==> src/rtl/uart_tx_frame_pkg.sv <==
// ---------------------------------------------------------------------------
// uart_pkg : shared types and helpers for the UART transmit/receive blocks
// Rev 1.0
// ---------------------------------------------------------------------------
`default_nettype none

package uart_pkg;

    localparam int unsigned SYS_CLK_HZ = 27_000_000;

    typedef enum logic [1:0] {
        PAR_NONE = 2'd0,
        PAR_EVEN = 2'd1,
        PAR_ODD  = 2'd2
    } parity_e;

    typedef enum logic [2:0] {
        ST_IDLE   = 3'd0,
        ST_START  = 3'd1,
        ST_DATA   = 3'd2,
        ST_PARITY = 3'd3,
        ST_STOP1  = 3'd4,
        ST_STOP2  = 3'd5
    } tx_state_e;

    // Rounded clocks-per-bit for a baud rate at the system clock.
    function automatic int unsigned clks_per_bit(input int unsigned baud);
        if (baud == 0) begin
            return 0;
        end
        return (SYS_CLK_HZ + baud / 2) / baud;
    endfunction

    // Mode code 3 is treated as "no parity".
    function automatic parity_e decode_parity(input logic [1:0] mode);
        case (mode)
            2'd1:    return PAR_EVEN;
            2'd2:    return PAR_ODD;
            default: return PAR_NONE;
        endcase
    endfunction

endpackage

`default_nettype wire

==> src/rtl/uart_tx_frame_if.sv <==
// ---------------------------------------------------------------------------
// uart_tx_frame_if : byte handshake, frame configuration and line outputs
// Rev 1.0
// ---------------------------------------------------------------------------
`default_nettype none

interface uart_tx_frame_if #(
    parameter int DATA_BITS = 8,
    parameter int DIV_W     = 16
);
    logic [DATA_BITS-1:0] i_data;
    logic                 i_valid;
    logic                 o_ready;
    logic [DIV_W-1:0]     i_clks_per_bit;
    logic [1:0]           i_parity;
    logic                 i_two_stop;
    logic                 o_tx;
    logic                 o_busy;
    logic                 o_done;

    modport master (
        output i_data, i_valid, i_clks_per_bit, i_parity, i_two_stop,
        input  o_ready, o_tx, o_busy, o_done
    );

    modport slave (
        input  i_data, i_valid, i_clks_per_bit, i_parity, i_two_stop,
        output o_ready, o_tx, o_busy, o_done
    );
endinterface

`default_nettype wire

==> src/rtl/uart_tx_frame_baud_cnt.sv <==
// ---------------------------------------------------------------------------
// uart_baud_cnt : per-bit down-counter with end and one-before-end strobes
// Rev 1.0
// ---------------------------------------------------------------------------
`default_nettype none

module uart_baud_cnt #(
    parameter int DIV_W = 16
) (
    input  wire logic             i_clk,
    input  wire logic             i_rst_n,
    input  wire logic             i_load,
    input  wire logic             i_run,
    input  wire logic [DIV_W-1:0] i_div,
    output logic                  o_bit_end,
    output logic                  o_bit_near_end
);

    logic [DIV_W-1:0] r_cnt;
    logic [DIV_W-1:0] w_div_clamped;

    // A bit shorter than two clocks would leave no room for the early strobe.
    assign w_div_clamped = (i_div < DIV_W'(2)) ? DIV_W'(2) : i_div;

    always_ff @(posedge i_clk or negedge i_rst_n) begin
        if (!i_rst_n) begin
            r_cnt <= '0;
        end else if (i_load) begin
            r_cnt <= w_div_clamped - DIV_W'(1);
        end else if (r_cnt != '0) begin
            r_cnt <= r_cnt - DIV_W'(1);
        end
    end

    assign o_bit_end      = i_run & (r_cnt == '0);
    assign o_bit_near_end = i_run & (r_cnt == DIV_W'(1));

endmodule

`default_nettype wire

==> src/rtl/uart_tx_frame.sv <==
// ---------------------------------------------------------------------------
// uart_tx_frame : UART transmitter with run-time divisor/parity/stop config
// and a one-entry holding register for back-to-back frames.  Rev 1.0
// ---------------------------------------------------------------------------
`default_nettype none

module uart_tx_frame
    import uart_pkg::*;
#(
    parameter int DATA_BITS   = 8,
    parameter int DIV_W       = 16,
    parameter int DEFAULT_DIV = 234
) (
    input  wire logic        i_sys_clk,
    input  wire logic        i_rst_n,
    uart_tx_frame_if.slave   bus
);

    localparam int IDX_W = (DATA_BITS > 1) ? $clog2(DATA_BITS) : 1;
    localparam logic [IDX_W-1:0] c_LAST_IDX = IDX_W'(DATA_BITS - 1);

    tx_state_e            r_state;
    logic [DATA_BITS-1:0] r_hold;
    logic                 r_hold_full;
    logic [DATA_BITS-1:0] r_shift;
    logic [IDX_W-1:0]     r_bit_idx;
    parity_e              r_par_mode;
    logic                 r_par_bit;
    logic                 r_two_stop;
    logic [DIV_W-1:0]     r_div;
    logic                 r_tx;
    logic                 r_done;

    logic                 w_accept;
    logic                 w_last_stop;
    logic                 w_frame_load;
    logic                 w_bit_start;
    logic                 w_run;
    logic                 w_bit_end;
    logic                 w_bit_near_end;
    logic [DIV_W-1:0]     w_cnt_div;
    parity_e              w_par_mode;

    assign w_accept    = bus.i_valid & ~r_hold_full;
    assign w_run       = (r_state != ST_IDLE);
    assign w_last_stop = (r_state == ST_STOP2) |
                         ((r_state == ST_STOP1) & ~r_two_stop);

    // A new frame starts from IDLE, or straight out of the final stop bit.
    assign w_frame_load = r_hold_full &
                          ((r_state == ST_IDLE) | (w_last_stop & w_bit_end));
    assign w_bit_start  = w_frame_load |
                          (w_run & w_bit_end & ~w_last_stop);
    assign w_cnt_div    = w_frame_load ? bus.i_clks_per_bit : r_div;
    assign w_par_mode   = decode_parity(bus.i_parity);

    uart_baud_cnt #(
        .DIV_W (DIV_W)
    ) u_baud_cnt (
        .i_clk          (i_sys_clk),
        .i_rst_n        (i_rst_n),
        .i_load         (w_bit_start),
        .i_run          (w_run),
        .i_div          (w_cnt_div),
        .o_bit_end      (w_bit_end),
        .o_bit_near_end (w_bit_near_end)
    );

    always_ff @(posedge i_sys_clk or negedge i_rst_n) begin
        if (!i_rst_n) begin
            r_state     <= ST_IDLE;
            r_hold      <= '0;
            r_hold_full <= 1'b0;
            r_shift     <= '0;
            r_bit_idx   <= '0;
            r_par_mode  <= PAR_NONE;
            r_par_bit   <= 1'b0;
            r_two_stop  <= 1'b0;
            r_div       <= DIV_W'(DEFAULT_DIV);
            r_tx        <= 1'b1;
            r_done      <= 1'b0;
        end else begin
            // Raised one clock early so the pulse lands on the last stop clock.
            r_done <= w_last_stop & w_bit_near_end;

            // Accept wins over the load release so a word is never dropped.
            if (w_frame_load) begin
                r_hold_full <= 1'b0;
            end
            if (w_accept) begin
                r_hold      <= bus.i_data;
                r_hold_full <= 1'b1;
            end

            if (w_frame_load) begin
                r_state    <= ST_START;
                r_shift    <= r_hold;
                r_bit_idx  <= '0;
                r_par_mode <= w_par_mode;
                r_par_bit  <= (^r_hold) ^ (w_par_mode == PAR_ODD);
                r_two_stop <= bus.i_two_stop;
                r_div      <= bus.i_clks_per_bit;
                r_tx       <= 1'b0;
            end else begin
                case (r_state)
                    ST_IDLE: begin
                        r_tx <= 1'b1;
                    end
                    ST_START: begin
                        if (w_bit_end) begin
                            r_state <= ST_DATA;
                            r_tx    <= r_shift[0];
                        end
                    end
                    ST_DATA: begin
                        if (w_bit_end) begin
                            if (r_bit_idx == c_LAST_IDX) begin
                                if (r_par_mode == PAR_NONE) begin
                                    r_state <= ST_STOP1;
                                    r_tx    <= 1'b1;
                                end else begin
                                    r_state <= ST_PARITY;
                                    r_tx    <= r_par_bit;
                                end
                            end else begin
                                r_bit_idx <= r_bit_idx + IDX_W'(1);
                                r_shift   <= r_shift >> 1;
                                r_tx      <= r_shift[1];
                            end
                        end
                    end
                    ST_PARITY: begin
                        if (w_bit_end) begin
                            r_state <= ST_STOP1;
                            r_tx    <= 1'b1;
                        end
                    end
                    ST_STOP1: begin
                        if (w_bit_end) begin
                            r_state <= r_two_stop ? ST_STOP2 : ST_IDLE;
                            r_tx    <= 1'b1;
                        end
                    end
                    ST_STOP2: begin
                        if (w_bit_end) begin
                            r_state <= ST_IDLE;
                            r_tx    <= 1'b1;
                        end
                    end
                    default: begin
                        r_state <= ST_IDLE;
                        r_tx    <= 1'b1;
                    end
                endcase
            end
        end
    end

    assign bus.o_ready = ~r_hold_full;
    assign bus.o_busy  = w_run | r_hold_full;
    assign bus.o_tx    = r_tx;
    assign bus.o_done  = r_done;

endmodule

`default_nettype wire
==> src/flat_wrapper.sv <==
// flat-port wrapper written by rule: the top's interface ports become plain ports
module uart_tx_frame_flat import uart_pkg::*;
#(
    parameter int DATA_BITS   = 8,
    parameter int DIV_W       = 16,
    parameter int DEFAULT_DIV = 234
)
  (i_sys_clk, i_rst_n, bus_i_data, bus_i_valid, bus_i_clks_per_bit, bus_i_parity, bus_i_two_stop, bus_o_ready, bus_o_tx, bus_o_busy, bus_o_done);
  uart_tx_frame_if #(.DATA_BITS(DATA_BITS), .DIV_W(DIV_W)) bus_i ();
  input  wire logic i_sys_clk;
  input  wire logic i_rst_n;
  input wire logic [$bits(bus_i.i_data)-1:0] bus_i_data;
  input wire logic [$bits(bus_i.i_valid)-1:0] bus_i_valid;
  input wire logic [$bits(bus_i.i_clks_per_bit)-1:0] bus_i_clks_per_bit;
  input wire logic [$bits(bus_i.i_parity)-1:0] bus_i_parity;
  input wire logic [$bits(bus_i.i_two_stop)-1:0] bus_i_two_stop;
  output wire logic [$bits(bus_i.o_ready)-1:0] bus_o_ready;
  output wire logic [$bits(bus_i.o_tx)-1:0] bus_o_tx;
  output wire logic [$bits(bus_i.o_busy)-1:0] bus_o_busy;
  output wire logic [$bits(bus_i.o_done)-1:0] bus_o_done;
  assign bus_i.i_data = bus_i_data;
  assign bus_i.i_valid = bus_i_valid;
  assign bus_i.i_clks_per_bit = bus_i_clks_per_bit;
  assign bus_i.i_parity = bus_i_parity;
  assign bus_i.i_two_stop = bus_i_two_stop;
  assign bus_o_ready = bus_i.o_ready;
  assign bus_o_tx = bus_i.o_tx;
  assign bus_o_busy = bus_i.o_busy;
  assign bus_o_done = bus_i.o_done;
  uart_tx_frame #(.DATA_BITS(DATA_BITS), .DIV_W(DIV_W), .DEFAULT_DIV(DEFAULT_DIV)) u_core (.i_sys_clk(i_sys_clk), .i_rst_n(i_rst_n), .bus(bus_i));
endmodule
==> config.mk <==
export PLATFORM = sky130hd
export DESIGN_NAME = uart_tx_frame_flat
export DESIGN_NICKNAME = d
export VERILOG_FILES = /design/src/rtl/uart_tx_frame_pkg.sv /design/src/rtl/uart_tx_frame_if.sv /design/src/rtl/uart_tx_frame_baud_cnt.sv /design/src/rtl/uart_tx_frame.sv /design/src/flat_wrapper.sv
export SDC_FILE = /design/constraint.sdc
export NUM_CORES = 1
export LEC_CHECK = 0
export CAP_MARGIN = 20
export CORE_MARGIN = 5
export CORE_UTILIZATION = 40
export CTS_CLUSTER_DIAMETER = 50
export DETAILED_ROUTE_END_ITERATION = 6
export DONT_BUFFER_PORTS = 1
export GPL_TIMING_DRIVEN = 0
export SLEW_MARGIN = 25
export SYNTH_ARGS = -nofsm -noshare
export SYNTH_HDL_FRONTEND = slang
export SYNTH_HIERARCHICAL = 1
export SYNTH_SLANG_ARGS = --single-unit
export TNS_END_PERCENT = 20
==> constraint.sdc <==
create_clock -name i_sys_clk -period 6 [get_ports i_sys_clk]
set_input_delay 0 -clock i_sys_clk [delete_from_list [all_inputs] [get_ports i_sys_clk]]
set_output_delay 0 -clock i_sys_clk [all_outputs]
set_load 0.02 [all_outputs]
==> results.md, run 1 <==
* Status: completed
* Post-Synth Simple-Gate Area at 0.1763
* Max_slew headroom at 0.4086
* Largest net degree at the start of global routing at 62
* Routed wire length at 7721 µm
* DRT antenna net count at 0
* Flops & latches, synth at 61
* Slew Limit Fails at 0
* Period utilisation layout at 0.9165
* Worst Tran Pin Value at 0.8791 ns
* Worst Setup End Kind: flip-flop
* Final cell count without fillers at 474
* CP max stage delay at 0.49 ns
* RePlAce Congestion at 0.8742
* IO Count at 34
* Worst-path maximum fanout at 10
* Avg Cell Area, Syn at 10.89 µm²
* Sequential cell area fraction in the yosys report at 0.4429
* Post-DR vias/cell at 5.570
* Die width at 103.1 µm
* Final core occ at 0.4851
* CTS clk-pin slew, worst paths at 0.07 ns
* Global-route wire length before repair at 13160 µm
* Post-Syn Area at 0.003463 mm²
* Critical Path RT at 6.25 ns
* XOR/XNOR share of the synthesized area at 0.05455
* TritonRoute pass-1 iters at 4
* Fill cells at 804
* CP Data Arrival Time at 5.75 ns
* Share of layout cells above drive strength 1 at 0.2295
* WS Path Type: flip-flop to flip-flop
* Placeable Area at 0.008593 mm²
* Leak Pwr at 0.001708 µW
* GRT Total Usage at 0.1599
* Largest family of logic cells by synthesized area: simple AND/OR/NAND/NOR gates
* Final setup violation count at 0
* Initial DRC count at 79
* Crit path launch type: flip-flop
* Post-route minimum period at 5.499 ns
* Total Power at 2289 µW
* Layout area overhead at 20.38%
* Initial antenna violation count at 0
* Asr flop ratio synth at 1.000
* Crit path top cell by count: ha_1
* Number of synthesized flops with an enable pin at 0
* CTS buffer count at 9
* Hold Crit Class: input pin to flip-flop
* Peak supply drop at 0.2755 mV
* RSZ-0062 raised after global routing: no
* Htree depth at 3
* Num rows at 34
* CP max-delay cell: or4_4
* Synth unique cells at 63
* CTS tree: done
* Final TNS setup at 0 ns
* Post-synthesis mux area share at 0.1633
* Most frequent cells in the layout: 55 x dfrtp_1, 36 x mux2_2, 30 x dlygate4sd3_1, 19 x nor2_1, 19 x nand2_1
* Area share of fa/ha/maj cells after synthesis at 0.01806
* Placed cell count at 426
* Synth warnings at 6
* Most common cell after layout, fill and taps aside: dfrtp_1
* Skew-Pair Late Insertion Delay at 0.34 ns
* Max-cap viol count at 0
* Detailed-route DRC error count at 0
* Initial Util at 0.4030
* Grt ovf at 0
* Fin. Hold Viols at 0
* Pwr per Cell Area at 549.0 mW/mm²
* Clock skew at 0.009015 ns
* Clock Sinks at 61
* Number of I/O port buffers at 0
* Chip Height at 103.1 µm
* Hold slack at 0.07439 ns
* Die area at 0.01062 mm²
* Achievable Freq at 0.1819 GHz
* Vias in the first global route at 2728
* Vias at 2640
* Post-synthesis compound-gate area fraction at 0.1098
* Syn Nets at 353
* WL/cell at 16.29 µm
* Cells after synthesis at 318
* Cells along the critical path: inv_1 -> ha_1 -> nor3b_2 -> and4_1 -> clkbuf_1 -> and2_1 -> nand2_1 -> o22ai_4 -> nand3b_2 -> buf_4 -> mux2_2 -> nor4_1 -> nand4_1 -> o21ai_1 -> ha_1 -> nand2b_1 -> or4_4 -> o311a_1 -> a211oi_1
* Fin nets at 396
* Dpl hpwl at 5406 µm
* Root buf cell: clkbuf_8
* Clock tree buffer depth at 2
* N_diodes at 0
* Ys flop type: dfrtp_1
[routing by layer]
metal  global-route usage  up-vias  wire length [µm]
met5                    0        -                 0
met4              0.05080        0                91
met3              0.03992        8               302
met2               0.2718       53              3934
met1               0.1994     1313              3392
li1                     -     1266                 -
[cell families after synthesis]
family	after synthesis
and+or+nand+nor	104
AOI/OAI and AO/OA	54
buffers and inverters	24
muxes	50
adders and majority gates	5
xor gates and xnor gates	20
DFF	61
[worst max-delay path: cells and delay by family, from the launching register on]
family / cells / cell delay (ns)
adder cells (fa/ha/maj): 2 / 0.41
AND/OR/NAND/NOR: 9 / 2.65
buffers and inverters: 3 / 0.64
multiplexers: 1 / 0.33
AO/OA/AOI/OAI: 4 / 0.96
flip-flops: 1 / 0.41
[path summary, 6_finish.rpt]
kind / startpoint / endpoint / slack (ns) / cells after the start
max: u_core/u_baud_cnt/r_cnt[1]$_DFFE_PN0P_ / u_core/u_baud_cnt/r_cnt[14]$_DFFE_PN0P_ / 0.50 / 19
max reg2reg: u_core/u_baud_cnt/r_cnt[1]$_DFFE_PN0P_ / u_core/u_baud_cnt/r_cnt[14]$_DFFE_PN0P_ / 0.50 / 19
min in group asynchronous: i_rst_n / u_core/r_hold[5]$_DFFE_PN0P_ / 0.18 / 2
min: bus_i_parity[1] / u_core/r_par_mode[1]$_DFFE_PN0P_ / 0.07 / 2
max in group asynchronous: i_rst_n / u_core/r_div[3]$_DFF_PN1_ / 5.50 / 2
min reg2reg: u_core/r_div[0]$_DFF_PN0_ / u_core/r_div[0]$_DFF_PN0_ / 0.51 / 1
[Yosys cell counts (3+ instances only)]
cell type / number / share of area
mux2_2: 36 / 0.12
nand3_1: 4 / 0.0058
o22ai_1: 4 / 0.0072
inv_1: 9 / 0.0098
xnor2_1: 13 / 0.033
clkbuf_1: 7 / 0.0076
nand2b_1: 4 / 0.0072
nand2_1: 19 / 0.021
xor2_1: 6 / 0.015
dfrtp_1: 55 / 0.40
a211oi_1: 5 / 0.011
o21ai_0: 8 / 0.012
dfstp_2: 6 / 0.046
nor4_1: 9 / 0.016
nor3_1: 9 / 0.013
nor2b_1: 4 / 0.0072
mux2_4: 4 / 0.017
buf_4: 4 / 0.0087
mux2i_1: 10 / 0.029
nor2_1: 19 / 0.021
o221ai_1: 3 / 0.0076
a21oi_1: 11 / 0.016
ha_1: 5 / 0.018
o211ai_1: 3 / 0.0065
nand4_1: 7 / 0.013
or3_1: 6 / 0.011
[what timing repair did]
| item | CTS | global route |
|---|---|---|
| endpoints found under the setup margin | 0 | 4 |
| hold buffers | 31 | 0 |
| hold endpoints to repair | 89 | 0 |
| gates resized for setup | 0 | 3 |
| setup buffers | 0 | 1 |
[power by group]
group	internal, µW	switching, µW	total (µW)
clock network	244	165	410
logic	536	562	1100
registers	627	154	781
total	1410	882	2290
[registers in the layout (all words and copies together) (netlist names)]
name and cells:
u_core/bus.o_tx 1, u_core/r_par_bit 1, u_core/r_state 3, u_core/r_bit_idx 3
u_core/r_shift 8, u_core/r_hold_full 1, u_core/r_div 16, u_core/u_baud_cnt/r_cnt 16
u_core/r_par_mode 2, u_core/r_hold 8, u_core/r_two_stop 1, u_core/bus.o_done 1
[stage by stage]
stage | cell area (µm²) | worst slack [ns]
2_1_floorplan | 3463 | 1.152
3_3_place_gp | 3598 | 0.1325
3_5_place_dp | 3598 | 0.1272
4_1_cts | 4150 | 0.06250
5_1_grt | 4169 | 0.02476
6_report | 4169 | 0.5012
[cell type report]
class                      instances  area (µm²)  area share
timing repair buffer              32       335.3     0.08043
buffer                            14       83.83     0.02011
tap                              108       135.1     0.03241
clock buffer                      10       137.6     0.03301
clock inverter                     6       86.33     0.02071
inverter                          10       37.54    0.009004
multi-input combinational        233        1819      0.4364
sequential                        61        1534      0.3679
(Power assumes the default switching activity.)
==> inputs of run 2 (changes only) <==
--- a/config.mk
+++ b/config.mk
@@ -12,6 +12,7 @@
 export DETAILED_ROUTE_END_ITERATION = 6
 export DONT_BUFFER_PORTS = 1
 export GPL_TIMING_DRIVEN = 0
+export MAX_ROUTING_LAYER = met4
 export SLEW_MARGIN = 25
 export SYNTH_ARGS = -nofsm -noshare
 export SYNTH_HDL_FRONTEND = slang
==> run 2 against run 1 <==
  * Highest routed layer unchanged
  * Clock power about the same
  * Clock skew grew 0.0010 ns
  * First-iteration DRC count shrank 6.3%
  * Power barely moved
  * Utilization stayed put
  * Fmax shrank 0.41%
  * Critical path depth unchanged
  * Combinational power is essentially flat
  * Clock-buffer cell count unchanged
  * Sequential power hardly changed
==> results.md, run 2 (synthesized netlist as in run 1, its figures left out) <==
* Die area at 0.01062 mm² (unchanged)
* Met1 Use GR at 0.1994 (unchanged)
* Worst hold start: bus_i_parity[1]
* WS Path Type: flip-flop to flip-flop
* Vias at 2623 (-0.64%)
* WHS Endpoint: u_core/r_par_mode[1]$_DFFE_PN0P_
* Post-DR vias/cell at 5.534 (-0.64%)
* Worst r2r path cells at 19 (unchanged)
* Most common cell after layout, fill and taps aside: dfrtp_1
* Root buf cell: clkbuf_8
* Final TNS setup at 0 ns (unchanged)
* Global-route wire length before repair at 13170 µm (about the same)
* Initial DRC count at 74 (-6.3%)
* GRT Max-Usage Layer: met2
* Largest net degree at the start of global routing at 62 (unchanged)
* Flop pwr share at 0.341 (about the same)
* Initial Util at 0.4030 (unchanged)
* Met2 usage at 0.2718 (unchanged)
* Fin. Hold Viols at 0 (unchanged)
* Clock skew at 0.01006 ns (+0.001046 ns)
* RePlAce Congestion at 0.8886 (+1.6%)
* Chip Height at 103.1 µm (unchanged)
* Max-cap viol count at 0 (unchanged)
* Reg2Reg Setup Slack at 0.48 ns (-0.02 ns)
* Critical Path RT at 6.25 ns (about the same)
* Biggest regs: u_core/r_div (16), u_core/u_baud_cnt/r_cnt (16)
* CTS clk-pin slew, worst paths at 0.07 ns (about the same)
* IO Count at 34 (unchanged)
* Peak supply drop at 0.2743 mV (-0.46%)
* Placeable Area at 0.008593 mm² (unchanged)
* TritonRoute pass-1 iters at 5 (+1)
* Layout area overhead at 20.38% (unchanged)
* Achievable Freq at 0.1811 GHz (-0.41%)
* Worst Setup End Kind: flip-flop
* Htree depth at 3 (unchanged)
* CTS buffer count at 9 (unchanged)
* Internal power at 1407 µW (about the same)
* Final setup violation count at 0 (unchanged)
* GRT Total Usage at 0.1646 (+0.004693)
* Met3 Usage GRT at 0.04533 (+0.005413)
* Worst-path maximum fanout at 10 (unchanged)
* Pwr per Cell Area at 549.2 mW/mm² (about the same)
* Grt ovf at 0 (unchanged)
* Clock Sinks at 61 (unchanged)
* Reg2Reg Launch Point: u_core/u_baud_cnt/r_cnt[1]$_DFFE_PN0P_
* CP Data Arrival Time at 5.77 ns (+0.02 ns)
* Number of I/O port buffers at 0 (unchanged)
* Most frequent cells in the layout: 55 x dfrtp_1, 36 x mux2_2, 30 x dlygate4sd3_1, 19 x nor2_1, 19 x nand2_1
* Die width at 103.1 µm (unchanged)
* Final core occ at 0.4851 (unchanged)
* Worst Tran Pin Value at 0.9351 ns (+0.05600 ns)
* Fin nets at 396 (unchanged)
* Vias in the first global route at 2728 (unchanged)
* Hold Crit Class: input pin to flip-flop
* N_diodes at 0 (unchanged)
* Leak Pwr at 0.001708 µW (unchanged)
* Crit path launch type: flip-flop
* Routed wire length at 7773 µm (+0.67%)
* Net switching power at 882.5 µW (+0.11%)
* WHS Path Cells at 2 (unchanged)
* Slew Limit Fails at 0 (unchanged)
* Logic pwr share at 0.480 (about the same)
* Clk pwr share at 0.179 (about the same)
* DRT antenna net count at 0 (unchanged)
* Share of layout cells above drive strength 1 at 0.2295 (unchanged)
* Initial antenna violation count at 0 (unchanged)
* Period utilisation layout at 0.9202 (+0.003768)
* Num rows at 34 (unchanged)
* Skew-Pair Late Insertion Delay at 0.34 ns (about the same)
* Max_slew headroom at 0.3709 (-0.03767)
* Detailed-route DRC error count at 0 (unchanged)
* Dpl hpwl at 5406 µm (unchanged)
* Status: completed
* CTS tree: done
* WL/cell at 16.40 µm (+0.67%)
* Sw frac at 0.3854 (about the same)
* Clock tree buffer depth at 2 (unchanged)
* FF-to-FF End: u_core/u_baud_cnt/r_cnt[14]$_DFFE_PN0P_
* Post-route minimum period at 5.521 ns (+0.02261 ns)
* RSZ-0062 raised after global routing: no
* Fill cells at 804 (unchanged)
-- run 2: cell counts in the layout (fill, tap and decap cells not counted) --
No cell type changed its count.
-- run 2: layout make-up --
class / instances / area (µm²) / share of cell area
sequential: 61 / 1534 / 0.3679
buffer: 14 / 83.83 / 0.02011
multi-input combinational: 233 / 1819 / 0.4364
tap: 108 / 135.1 / 0.03241
clock buffer: 10 / 137.6 / 0.03301
inverter: 10 / 37.54 / 0.009004
timing repair buffer: 32 / 335.3 / 0.08043
clock inverter: 6 / 86.33 / 0.02071
-- run 2: worst max-delay path, cell delays in order, from the launching register on --
cell and delay, ns:
dfrtp_1 0.41, inv_1 0.12, ha_1 0.21, nor3b_2 0.36, and4_1 0.26, clkbuf_1 0.29, and2_1 0.31, nand2_1 0.13
o22ai_4 0.16, nand3b_2 0.20, buf_4 0.25, mux2_2 0.33, nor4_1 0.45, nand4_1 0.29, o21ai_1 0.29, ha_1 0.20
nand2b_1 0.16, or4_4 0.49, o311a_1 0.31, a211oi_1 0.21
-- run 2: repair_timing --
action,in CTS,in global routing
hold endpoints to repair,89,0
gates resized for setup,0,3
hold buffers,31,0
setup buffers,0,1
endpoints found under the setup margin,0,4
-- run 2: per-stage QoR --
step	cells	power (µW)	hold WS [ns]	setup slack (ns)	instance area, µm²
global placement	426	1839	-0.2932	0.1325	3598
CTS	473	2301	0.06848	0.06250	4150
floorplan	318	1619	-0.2956	1.152	3463
finish	474	2290	0.07456	0.4786	4169
global route	474	2472	0.08054	0.02440	4169
detailed placement	426	1859	-0.2935	0.1272	3598
-- run 2: worst max path at each step --
stage / to / from / depth (start not counted) / slack (ns)
final: u_core/u_baud_cnt/r_cnt[14]$_DFFE_PN0P_ / u_core/u_baud_cnt/r_cnt[1]$_DFFE_PN0P_ / 19 / 0.48
after global routing: u_core/u_baud_cnt/r_cnt[14]$_DFFE_PN0P_ / u_core/u_baud_cnt/r_cnt[0]$_DFFE_PN0P_ / 19 / 0.02
after CTS: u_core/u_baud_cnt/r_cnt[14]$_DFFE_PN0P_ / u_core/u_baud_cnt/r_cnt[0]$_DFFE_PN0P_ / 19 / 0.06
after detailed placement: u_core/u_baud_cnt/r_cnt[14]$_DFFE_PN0P_ / u_core/u_baud_cnt/r_cnt[0]$_DFFE_PN0P_ / 19 / 0.13
after global placement: u_core/u_baud_cnt/r_cnt[14]$_DFFE_PN0P_ / u_core/u_baud_cnt/r_cnt[0]$_DFFE_PN0P_ / 19 / 0.13
after floorplan: u_core/u_baud_cnt/r_cnt[14]$_DFFE_PN0P_ / u_core/u_baud_cnt/r_cnt[0]$_DFFE_PN0P_ / 19 / 1.15
-- run 2: power by group through the flow --
stage	clock network [µW]	logic, µW	registers, µW
2_1_floorplan	0	881	738
3_3_place_gp	0	1060	777
3_5_place_dp	0	1080	783
4_1_cts	419	1110	776
5_1_grt	441	1220	808
6_report	409	1100	782
-- run 2: layer usage --
layer,share of wire,vias to the layer above
li1,-,1270
met4,0.0095,0
met3,0.043,7
met2,0.51,54
met1,0.44,1292
met5,0,-
